===== src/rtl/penguen_pkg.sv =====
// rtl/penguen_pkg.sv - shared FSM state enum and width helpers for penguen_kolonisi
package penguen_pkg;

    typedef enum logic [1:0] {
        BOS   = 2'd0,
        AV    = 2'd1,
        HESAP = 2'd2,
        SONUC = 2'd3
    } durum_e;

    // width of a 1-based penguin index
    function automatic int idx_w(input int n);
        return $clog2(n + 1);
    endfunction

    // width that holds the sum of all finish times
    function automatic int toplam_w(input int sure_w, input int n);
        return sure_w + $clog2(n);
    endfunction

endpackage


===== src/rtl/ardisik_bolucu.sv =====
// rtl/ardisik_bolucu.sv - restoring shift-subtract divider by a constant, one quotient bit per cycle
module ardisik_bolucu #(
    parameter int W     = 10,
    parameter int BOLEN = 5
) (
    input  logic         saat,
    input  logic         reset,
    input  logic         start,
    input  logic [W-1:0] bolunen,
    output logic         done,
    output logic [W-1:0] bolum
);
    localparam int         CNT_W   = $clog2(W + 1);
    localparam logic [W:0] BOLEN_V = (W + 1)'(BOLEN);

    logic [W-1:0]     kalan_q, kalan_d;
    logic [W-1:0]     bolum_q, bolum_d;
    logic [CNT_W-1:0] sayac_q, sayac_d;
    logic [W:0]       kaydir;

    // load on start, then shift one dividend bit into the remainder per cycle
    always_comb begin
        kalan_d = kalan_q;
        bolum_d = bolum_q;
        sayac_d = sayac_q;
        kaydir  = {kalan_q, bolum_q[W-1]};
        if (start) begin
            kalan_d = '0;
            bolum_d = bolunen;
            sayac_d = CNT_W'(W);
        end else if (sayac_q != '0) begin
            if (kaydir >= BOLEN_V) begin
                kalan_d = W'(kaydir - BOLEN_V);
                bolum_d = {bolum_q[W-2:0], 1'b1};
            end else begin
                kalan_d = kaydir[W-1:0];
                bolum_d = {bolum_q[W-2:0], 1'b0};
            end
            sayac_d = sayac_q - CNT_W'(1);
        end
    end

    // done marks the cycle that produces the last quotient bit; bolum is that final value
    assign done  = (sayac_q == CNT_W'(1));
    assign bolum = bolum_d;

    // divider state registers
    always_ff @(posedge saat or negedge reset) begin
        if (!reset) begin
            kalan_q <= '0;
            bolum_q <= '0;
            sayac_q <= '0;
        end else begin
            kalan_q <= kalan_d;
            bolum_q <= bolum_d;
            sayac_q <= sayac_d;
        end
    end

endmodule


===== src/rtl/penguen_kolonisi.sv =====
// rtl/penguen_kolonisi.sv - penguin fishing race timer with min/max/mean statistics; optional ZAMAN_ASIMI_EN
module penguen_kolonisi
    import penguen_pkg::*;
#(
    parameter int N_PENGUEN = 5,
    parameter int BALIK_W   = 3,
    parameter int HEDEF     = 12,
    parameter int SURE_W    = 7
) (
    input  logic                           saat,
    input  logic                           reset,
    input  logic                           basla,
    input  logic [N_PENGUEN*BALIK_W-1:0]   avlanan_balik,
    input  logic                           sonuc_al,
    output logic                           mesgul,
    output logic                           bitti,
    output logic                           zaman_asimi,
    output logic [SURE_W-1:0]              en_kisa,
    output logic [SURE_W-1:0]              en_uzun,
    output logic [SURE_W-1:0]              ortalama,
    output logic [idx_w(N_PENGUEN)-1:0]    hizli_penguen,
    output logic [idx_w(N_PENGUEN)-1:0]    yavas_penguen
);
    localparam int                IDX_W    = idx_w(N_PENGUEN);
    localparam int                TOPLAM_W = toplam_w(SURE_W, N_PENGUEN);
    localparam int                ACC_W    = 8;
    localparam logic [ACC_W-1:0]  HEDEF_A  = ACC_W'(HEDEF);
    localparam logic [SURE_W-1:0] SURE_MAX = '1;

    durum_e                            state_q, state_d;
    logic [N_PENGUEN-1:0][ACC_W-1:0]   acc_q, acc_d;
    logic [N_PENGUEN-1:0][SURE_W-1:0]  sure_q, sure_d;
    logic [SURE_W-1:0]                 en_kisa_q, en_kisa_d, en_uzun_q, en_uzun_d;
    logic [SURE_W-1:0]                 ortalama_q, ortalama_d;
    logic [IDX_W-1:0]                  hizli_q, hizli_d, yavas_q, yavas_d;
    logic                              all_done, zorla;
    logic [TOPLAM_W-1:0]               toplam, bolum;
    logic                              div_start, div_done;
    logic [SURE_W-1:0]                 min_t, max_t;
    logic [IDX_W-1:0]                  min_i, max_i;
    int                                yeni;

    // per-penguin catch accumulation and time counting; the sum feeds the divider
    always_comb begin
        acc_d    = acc_q;
        sure_d   = sure_q;
        all_done = 1'b1;
        zorla    = 1'b0;
        toplam   = '0;
        yeni     = 0;
        for (int i = 0; i < N_PENGUEN; i++) begin
            if (state_q == BOS) begin
                acc_d[i]  = '0;
                sure_d[i] = '0;
            end else if (state_q == AV && acc_q[i] < HEDEF_A) begin
                yeni     = int'(acc_q[i]) + int'(avlanan_balik[i*BALIK_W +: BALIK_W]);
                acc_d[i] = (yeni >= HEDEF) ? HEDEF_A : ACC_W'(yeni);
                if (sure_q[i] != SURE_MAX) sure_d[i] = sure_q[i] + SURE_W'(1);
            end
            if (acc_d[i] < HEDEF_A) begin
                all_done = 1'b0;
`ifdef ZAMAN_ASIMI_EN
                if (sure_d[i] == SURE_MAX) zorla = 1'b1;
`endif
            end
            toplam = toplam + TOPLAM_W'(sure_d[i]);
        end
    end

    // fastest/slowest search over frozen times; ties go to the highest index
    always_comb begin
        min_t = sure_q[0];
        max_t = sure_q[0];
        min_i = IDX_W'(1);
        max_i = IDX_W'(1);
        for (int i = 1; i < N_PENGUEN; i++) begin
            if (sure_q[i] <= min_t) begin
                min_t = sure_q[i];
                min_i = IDX_W'(i + 1);
            end
            if (sure_q[i] >= max_t) begin
                max_t = sure_q[i];
                max_i = IDX_W'(i + 1);
            end
        end
    end

    // race sequencing; the divider is started on the edge that leaves AV
    always_comb begin
        state_d   = state_q;
        div_start = 1'b0;
        case (state_q)
            BOS:     if (basla) state_d = AV;
            AV: begin
                if (all_done || zorla) begin
                    state_d   = HESAP;
                    div_start = 1'b1;
                end
            end
            HESAP:   if (div_done) state_d = SONUC;
            SONUC:   if (sonuc_al) state_d = BOS;
            default: state_d = BOS;
        endcase
    end

    // result registers update only when the mean is ready, and otherwise hold
    always_comb begin
        en_kisa_d  = en_kisa_q;
        en_uzun_d  = en_uzun_q;
        ortalama_d = ortalama_q;
        hizli_d    = hizli_q;
        yavas_d    = yavas_q;
        if (state_q == HESAP && div_done) begin
            en_kisa_d  = min_t;
            en_uzun_d  = max_t;
            ortalama_d = SURE_W'(bolum);
            hizli_d    = min_i;
            yavas_d    = max_i;
        end
    end

    // state, race and result registers
    always_ff @(posedge saat or negedge reset) begin
        if (!reset) begin
            state_q    <= BOS;
            acc_q      <= '0;
            sure_q     <= '0;
            en_kisa_q  <= '0;
            en_uzun_q  <= '0;
            ortalama_q <= '0;
            hizli_q    <= '0;
            yavas_q    <= '0;
        end else begin
            state_q    <= state_d;
            acc_q      <= acc_d;
            sure_q     <= sure_d;
            en_kisa_q  <= en_kisa_d;
            en_uzun_q  <= en_uzun_d;
            ortalama_q <= ortalama_d;
            hizli_q    <= hizli_d;
            yavas_q    <= yavas_d;
        end
    end

`ifdef ZAMAN_ASIMI_EN
    logic tmo_q, tmo_d;

    // remember that the race was cut short by the time limit
    always_comb begin
        tmo_d = tmo_q;
        if (state_q == BOS) tmo_d = 1'b0;
        else if (state_q == AV && !all_done && zorla) tmo_d = 1'b1;
    end

    // timeout flag register
    always_ff @(posedge saat or negedge reset) begin
        if (!reset) tmo_q <= 1'b0;
        else        tmo_q <= tmo_d;
    end

    assign zaman_asimi = tmo_q && (state_q == SONUC);
`else
    assign zaman_asimi = 1'b0;
`endif

    ardisik_bolucu #(
        .W     (TOPLAM_W),
        .BOLEN (N_PENGUEN)
    ) u_bolucu (
        .saat    (saat),
        .reset   (reset),
        .start   (div_start),
        .bolunen (toplam),
        .done    (div_done),
        .bolum   (bolum)
    );

    assign mesgul        = (state_q == AV) || (state_q == HESAP);
    assign bitti         = (state_q == SONUC);
    assign en_kisa       = en_kisa_q;
    assign en_uzun       = en_uzun_q;
    assign ortalama      = ortalama_q;
    assign hizli_penguen = hizli_q;
    assign yavas_penguen = yavas_q;

endmodule

===== config.mk =====
export PLATFORM = sky130hd
export DESIGN_NAME = penguen_kolonisi
export DESIGN_NICKNAME = d
export VERILOG_FILES = /design/src/rtl/penguen_pkg.sv /design/src/rtl/ardisik_bolucu.sv /design/src/rtl/penguen_kolonisi.sv
export SDC_FILE = /design/constraint.sdc
export NUM_CORES = 1
export LEC_CHECK = 0
export CORE_ASPECT_RATIO = 0.6
export CORE_MARGIN = 4
export CORE_UTILIZATION = 55
export DETAILED_ROUTE_END_ITERATION = 10
export PLACE_DENSITY = 0.74
export SKIP_CTS_REPAIR_TIMING = 1
export SYNTH_ARGS = -nofsm -noshare
export SYNTH_HDL_FRONTEND = slang
export SYNTH_SLANG_ARGS = --single-unit

===== constraint.sdc =====
create_clock -name saat -period 8 [get_ports saat]
set_clock_uncertainty 0.15 [all_clocks]
set_input_delay 0.8 -clock saat [delete_from_list [all_inputs] [get_ports saat]]
set_output_delay 0.8 -clock saat [all_outputs]
set_load 0.01 [all_outputs]

======== After elaboration in Yosys (flattened, before gate mapping) ========
Index checks and enable logic that the tools add are counted.
storage, ports and cells
  register bits after elaboration ......... 128
  bits of input ports ..................... 19
  output and inout port bits .............. 30
  logic and storage cells ................. 150
cells by class
  add/subtract/negate cells ............... 16
  $lt $le $gt $ge ......................... 24
  eq/ne operators ......................... 13
  multiplexer cells ....................... 66
  reduce and logical (&&, ||, !) cells .... 11
operator list
  cell                                                                                  count
  7-bit 2-to-1 mux                                                                      23
  8-bit 2-to-1 mux                                                                      15
  8-bit by 4-bit less-than comparator with 1-bit output, second input constant          10
  10-bit 2-to-1 mux                                                                     5
  8-bit by 3-bit adder with 9-bit output                                                5
  9-bit by 4-bit greater-or-equal comparator with 1-bit output, second input constant   5
  7-bit by 1-bit adder with 7-bit output, second input constant                         5
  7-bit != test, second input constant                                                  5
  7-bit greater-or-equal comparator                                                     4
  7-bit <= comparator                                                                   4
  3-bit 2-to-1 mux                                                                      6
  2-bit 2-to-1 mux                                                                      6
  11-bit by 3-bit greater-or-equal comparator with 1-bit output, second input constant  1
  10-bit by 7-bit adder with 10-bit output                                              1
  9-bit by 7-bit adder with 10-bit output                                               1
  10-bit by 3-bit subtractor with 10-bit output, second input constant                  1
  8-bit by 7-bit adder with 9-bit output                                                1
  7-bit by 7-bit adder with 8-bit output                                                1
  1-bit 2-to-1 mux                                                                      8
  4-bit 2-to-1 mux                                                                      2
  2-bit != test, second input constant                                                  4
  2-bit one-hot mux with 4 select lines                                                 1
  1-bit logical AND                                                                     6
  2-bit == test, second input constant                                                  2
  8 further kinds                                                                       8

======== Depth between registers and ports, before layout ========
Gate-level depths: netlist of the first run.
  depth in word-level cells ............... 14
  depth in mapped cells ................... 38
  depth with buffers taken out ............ 35

======== Hierarchy ========
A second synthesis of the first run with hierarchy kept.
second synthesis, totals
  cells, all modules ...................... 995
  area total of the unflattened synthesis .. 9197.6 um2
by module, submodules not included
  module            instances  cells each  area each (um2)
  penguen_kolonisi  1          845         7825.0
  ardisik_bolucu    1          150         1372.6

======== Worst setup path after synthesis of the first run ========
OpenSTA, ideal clock, no wires.
  path type ............................... reg2reg
  start point ............................. register sure_q[4] (netlist bit)
  end point ............................... register en_uzun_q[4] (netlist: en_uzun[4])
  library setup time ...................... 0.083 ns
  data arrival time ....................... 6.853 ns
  required time ........................... 7.767 ns
  path slack .............................. 0.914 ns
  stages on the path, launching flop included .. 37
  period minus slack after synthesis ...... 7.086 ns
  cells stage by stage .................... dfrtp_1 inv_1 ha_1 a211o_1 a21o_1 a21oi_2 nand2_1 o21ai_0 ha_1 nand2b_1 nand2_1 nand2_1 mux2_2 a211oi_1 o311ai_4 clkbuf_1 a21oi_1 ha_1 nand2b_1 a21o_1 maj3_2 a211oi_2 a311o_1 buf_6 mux2_4 ha_1 nand2b_1 a21o_1 a21o_1 a21oi_1 nor2b_1 o21ai_0 nand2b_1 a21oi_1 clkbuf_1 o21ai_0 o21ai_0
between the ends
  longest elaborated chain between the ends .. 8
RTL lines
  what                               RTL line                 source
  from (decl)                        penguen_kolonisi.sv:32   logic [N_PENGUEN-1:0][SURE_W-1:0] sure_q, sure_d;
  from (signal assigned)             penguen_kolonisi.sv:136  sure_q <= sure_d;
  7-bit greater-or-equal comparator  penguen_kolonisi.sv:81   if (sure_q[i] >= max_t) begin
  7-bit 2-to-1 mux (*)               penguen_kolonisi.sv:81
  7-bit greater-or-equal comparator  penguen_kolonisi.sv:81
  7-bit 2-to-1 mux (*)               penguen_kolonisi.sv:81
  7-bit greater-or-equal comparator  penguen_kolonisi.sv:81
  7-bit 2-to-1 mux (*)               penguen_kolonisi.sv:81
  7-bit greater-or-equal comparator  penguen_kolonisi.sv:81
  7-bit 2-to-1 mux (*)               penguen_kolonisi.sv:81
  to (signal assigned)               penguen_kolonisi.sv:138  en_uzun_q <= en_uzun_d;
  to (decl)                          penguen_kolonisi.sv:33   logic [SURE_W-1:0] en_kisa_q, en_kisa_d, en_uzun_q, en_uzun_d;
Mark *: on every way between the ends. The rest lies on a longest branch, timed or not.
A chain may end at the register's enable or synchronous reset.

======== Worst setup path in the final report of the first run ========
  start point ............................. register sure_q[3] (netlist bit)
  end point ............................... register hizli_q[1] (netlist: hizli_penguen[1])
between the ends
  longest elaborated chain between the ends .. 8
  elaborated cells on any way between the ends .. 11
  classes of those cells .................. 4 x order compare; 7 x mux
RTL lines
  what                  RTL line                 source
  7-bit <= comparator   penguen_kolonisi.sv:77   if (sure_q[i] <= min_t) begin
  7-bit 2-to-1 mux      penguen_kolonisi.sv:77
  7-bit <= comparator   penguen_kolonisi.sv:77
  7-bit 2-to-1 mux      penguen_kolonisi.sv:77
  7-bit <= comparator   penguen_kolonisi.sv:77
  7-bit 2-to-1 mux      penguen_kolonisi.sv:77
  7-bit <= comparator   penguen_kolonisi.sv:77
  3-bit 2-to-1 mux (*)  penguen_kolonisi.sv:77
  to (signal assigned)  penguen_kolonisi.sv:140  hizli_q <= hizli_d;
  to (decl)             penguen_kolonisi.sv:35   logic [IDX_W-1:0] hizli_q, hizli_d, yavas_q, yavas_d;
Marks and branches as above.

==> summary.txt, run 1 <==
Run status - finished, final reports clean
Largest net degree at the start of global routing - 74
Final period util - 0.953
Post-Syn Instances - 954
Area Overhead vs Synth - 15.2%
R2R setup slack - 380 ps
Cell area after placement - 9870 um^2
CTS H-tree depth - 4
Final ANT Viol Nets - 0
Worst slew pin tran - 1170 ps
Final WL - 23300 um
Initial antenna violation count - 0
Fin area - 10500 um^2
Clock transition at path regs - 70 ps
Clock Tree Buf Depth - 2
Post-route minimum period - 7620 ps
R2R Path Start - sure_q[3]$_DFF_PN0_
Nets - 1132
Worst r2r path cells - 32
Slowest-stage cell, CP - dfrtp_1
Die Width - 175 um
Setup WS pre-CTS - 59.0 ps
Final hold vios - 0
Max Cap Viol - 0
Finished Layout Cells - 1250
Fmax - 131 MHz
Worst VDD drop - 0.000376 V
Hold Crit Class - primary input to async pin
Core Region - 16300 um^2
Slew Viols, Final - 0
Pwr per Cell Area - 421 nW/um^2
DRT Pass-1 Iters - 5
Insertion delay to the later sink of the worst-skew pair - 420 ps
Startpoint type of the worst setup path - flip-flop
# port buffers - 47
GR Util All Layers - 0.254
Synthesized area per cell - 9.59 um^2
Pwr Total - 4440 uW
Distinct cells, synth - 83
Num CTS Buffers - 17
Drt wl/cell - 18.6 um
Synth warn - 0
Synth Register Bits - 128
Critical path arrival - 7750 ps
First-pass GRT wire length - 37800 um
Required time of the critical path - 8130 ps
Post-Syn Area - 9150 um^2
Cell Rows - 36
Layout cells sized above 1 - 0.102
Final Util - 0.648
Main synth FF type - dfrtp_1
Post-synth EDFFs - 0
Die Span Y - 108 um
Total gr overflow - 0
CTS tree - built
N_diodes - 0
Starting DRT DRC Count - 717
Boundary Pins - 49
CTS root buffer - clkbuf_16
Final worst slack - 377 ps
Hpwl dp - 17100 um
Synth Net Count - 1077
Setup violations, final - 0
Critical path class - flip-flop to flip-flop
CP max stage delay - 510 ps
Die ar. - 18800 um^2
Effective utilization at floorplan - 0.563
Clock sinks - 128
Crit-path max FO - 12
GP Congestion - 0.991
Avg Vias per Cell - 5.95
CP endpoint kind - flip-flop
Routed vias - 7433
LEAKAGE - 0.00485 uW
Drc violations - 0
Worst r2r dst - hizli_penguen[1]$_DFFE_PN0P_
Most used cell, CP - ha_1
Vias in the first global route - 6804
Sequential share of the synthesized area - 0.350
Placed cell count - 1211
Synth async-reset ratio - 1.00
Relative slew slack - 0.216
## layout make-up
cell class | count | area (um^2)
Sequential cell | 128 | 3200
Multi-Input combinational cell | 744 | 5650
Clock inverter | 15 | 159
Clock buffer | 17 | 425
Inverter | 51 | 191
Fill cell | 1296 | 5720
Timing Repair Buffer | 67 | 622
Tap cell | 228 | 285
## state kept, by name, indices dropped and copies added, names as in the netlist
signal and count:
acc_q 40, sure_q 35, u_bolucu.bolum_q 10, u_bolucu.kalan_q 10
en_kisa 7, en_uzun 7, ortalama 7, u_bolucu.sayac_q 4
hizli_penguen 3, yavas_penguen 3, state_q 2
## worst max-delay path, delay by kind of cell (launching register included)
family / cells / cell delay (ps)
buf+inv: 5 / 730
flops: 1 / 510
simple gates: 8 / 1800
fa+ha+maj: 4 / 960
mux: 2 / 590
compound gates: 13 / 2750
## logic make-up after synthesis
group,after synthesis,synth area share
AO/OA/AOI/OAI,242,0.185
flip-flops,128,0.350
buffers and inverters,82,0.0358
multiplexers,49,0.0589
other,1,0.000410
AND/OR/NAND/NOR,296,0.156
XOR/XNOR,51,0.0488
adder cells (fa/ha/maj),105,0.164
## Yosys cell counts (all sizes together) (13+ instances only)
master	n	area share
a211oi	17	0.015
a21o	22	0.018
a21oi	71	0.040
clkbuf	22	0.0092
dfrtp	128	0.35
fa	25	0.055
ha	79	0.11
inv	51	0.021
mux2	21	0.028
mux2i	28	0.031
nand2	72	0.030
nand3	16	0.0088
nand4	13	0.0096
nor2	98	0.040
nor2b	28	0.019
nor3	15	0.0082
o21ai	50	0.029
xnor2	36	0.034
xor2	15	0.014
## worst max path at each step
stage	from	endpoint	slack, ps	cells past startpoint
finish	sure_q[3]$_DFF_PN0_	hizli_penguen[1]$_DFFE_PN0P_	380	32
global route	sure_q[3]$_DFF_PN0_	hizli_penguen[1]$_DFFE_PN0P_	-20	33
global placement	sure_q[3]$_DFF_PN0_	hizli_penguen[2]$_DFFE_PN0P_	320	31
detailed placement	sure_q[4]$_DFF_PN0_	hizli_penguen[2]$_DFFE_PN0P_	60	31
CTS	sure_q[3]$_DFF_PN0_	hizli_penguen[2]$_DFFE_PN0P_	20	31
floorplan	sure_q[4]$_DFF_PN0_	en_uzun[4]$_DFFE_PN0P_	910	36
## placed cells by master, fill, tap and decap left out, types with 6 or more instances in the layout
cell type,n
a21o_1,21
ha_1,78
nand2b_1,9
o21ai_1,8
and3_1,10
nor2b_1,28
nand2_1,71
a22oi_1,10
xor2_1,15
nor2_1,97
mux2_4,6
dfrtp_1,128
nand3_1,16
xnor2_1,36
a21oi_1,69
o21a_1,6
clkdlybuf4s50_1,46
nor3_1,15
clkbuf_16,17
fa_1,25
buf_4,20
a211oi_1,14
inv_1,51
nand4_1,12
mux2_2,14
o21ai_0,41
mux2i_1,26
## layer usage
| layer | track usage | routed length [um] | share of wire | up-vias |
|---|---|---|---|---|
| met1 | 0.425 | 12100 | 0.52 | 3588 |
| met5 | 0 | 0 | 0 | - |
| met4 | 0.0426 | 131 | 0.0056 | 0 |
| li1 | - | - | - | 3533 |
| met3 | 0.0583 | 2080 | 0.089 | 14 |
| met2 | 0.332 | 9000 | 0.39 | 298 |
## per-stage QoR
step / hold slack, ps / setup TNS, ps
floorplan: 315 / 0
global placement: 302 / 0
detailed placement: 330 / 0
CTS: 219 / 0
global route: 234 / -22.7
finish: 196 / 0
## power by group
group          internal, uW  leakage [uW]  switching, uW
combinational          1190       0.00291           1530
clock                   464      0.000286            326
sequential              785       0.00166            142
No activity file was read; power rests on OpenSTA's default activity.
==> run 2: changes to the inputs <==
TNS_END_PERCENT = 100   (was default)
==> results of run 2 <==
The final DEF is identical to that of run 1; final timing and power are the same.
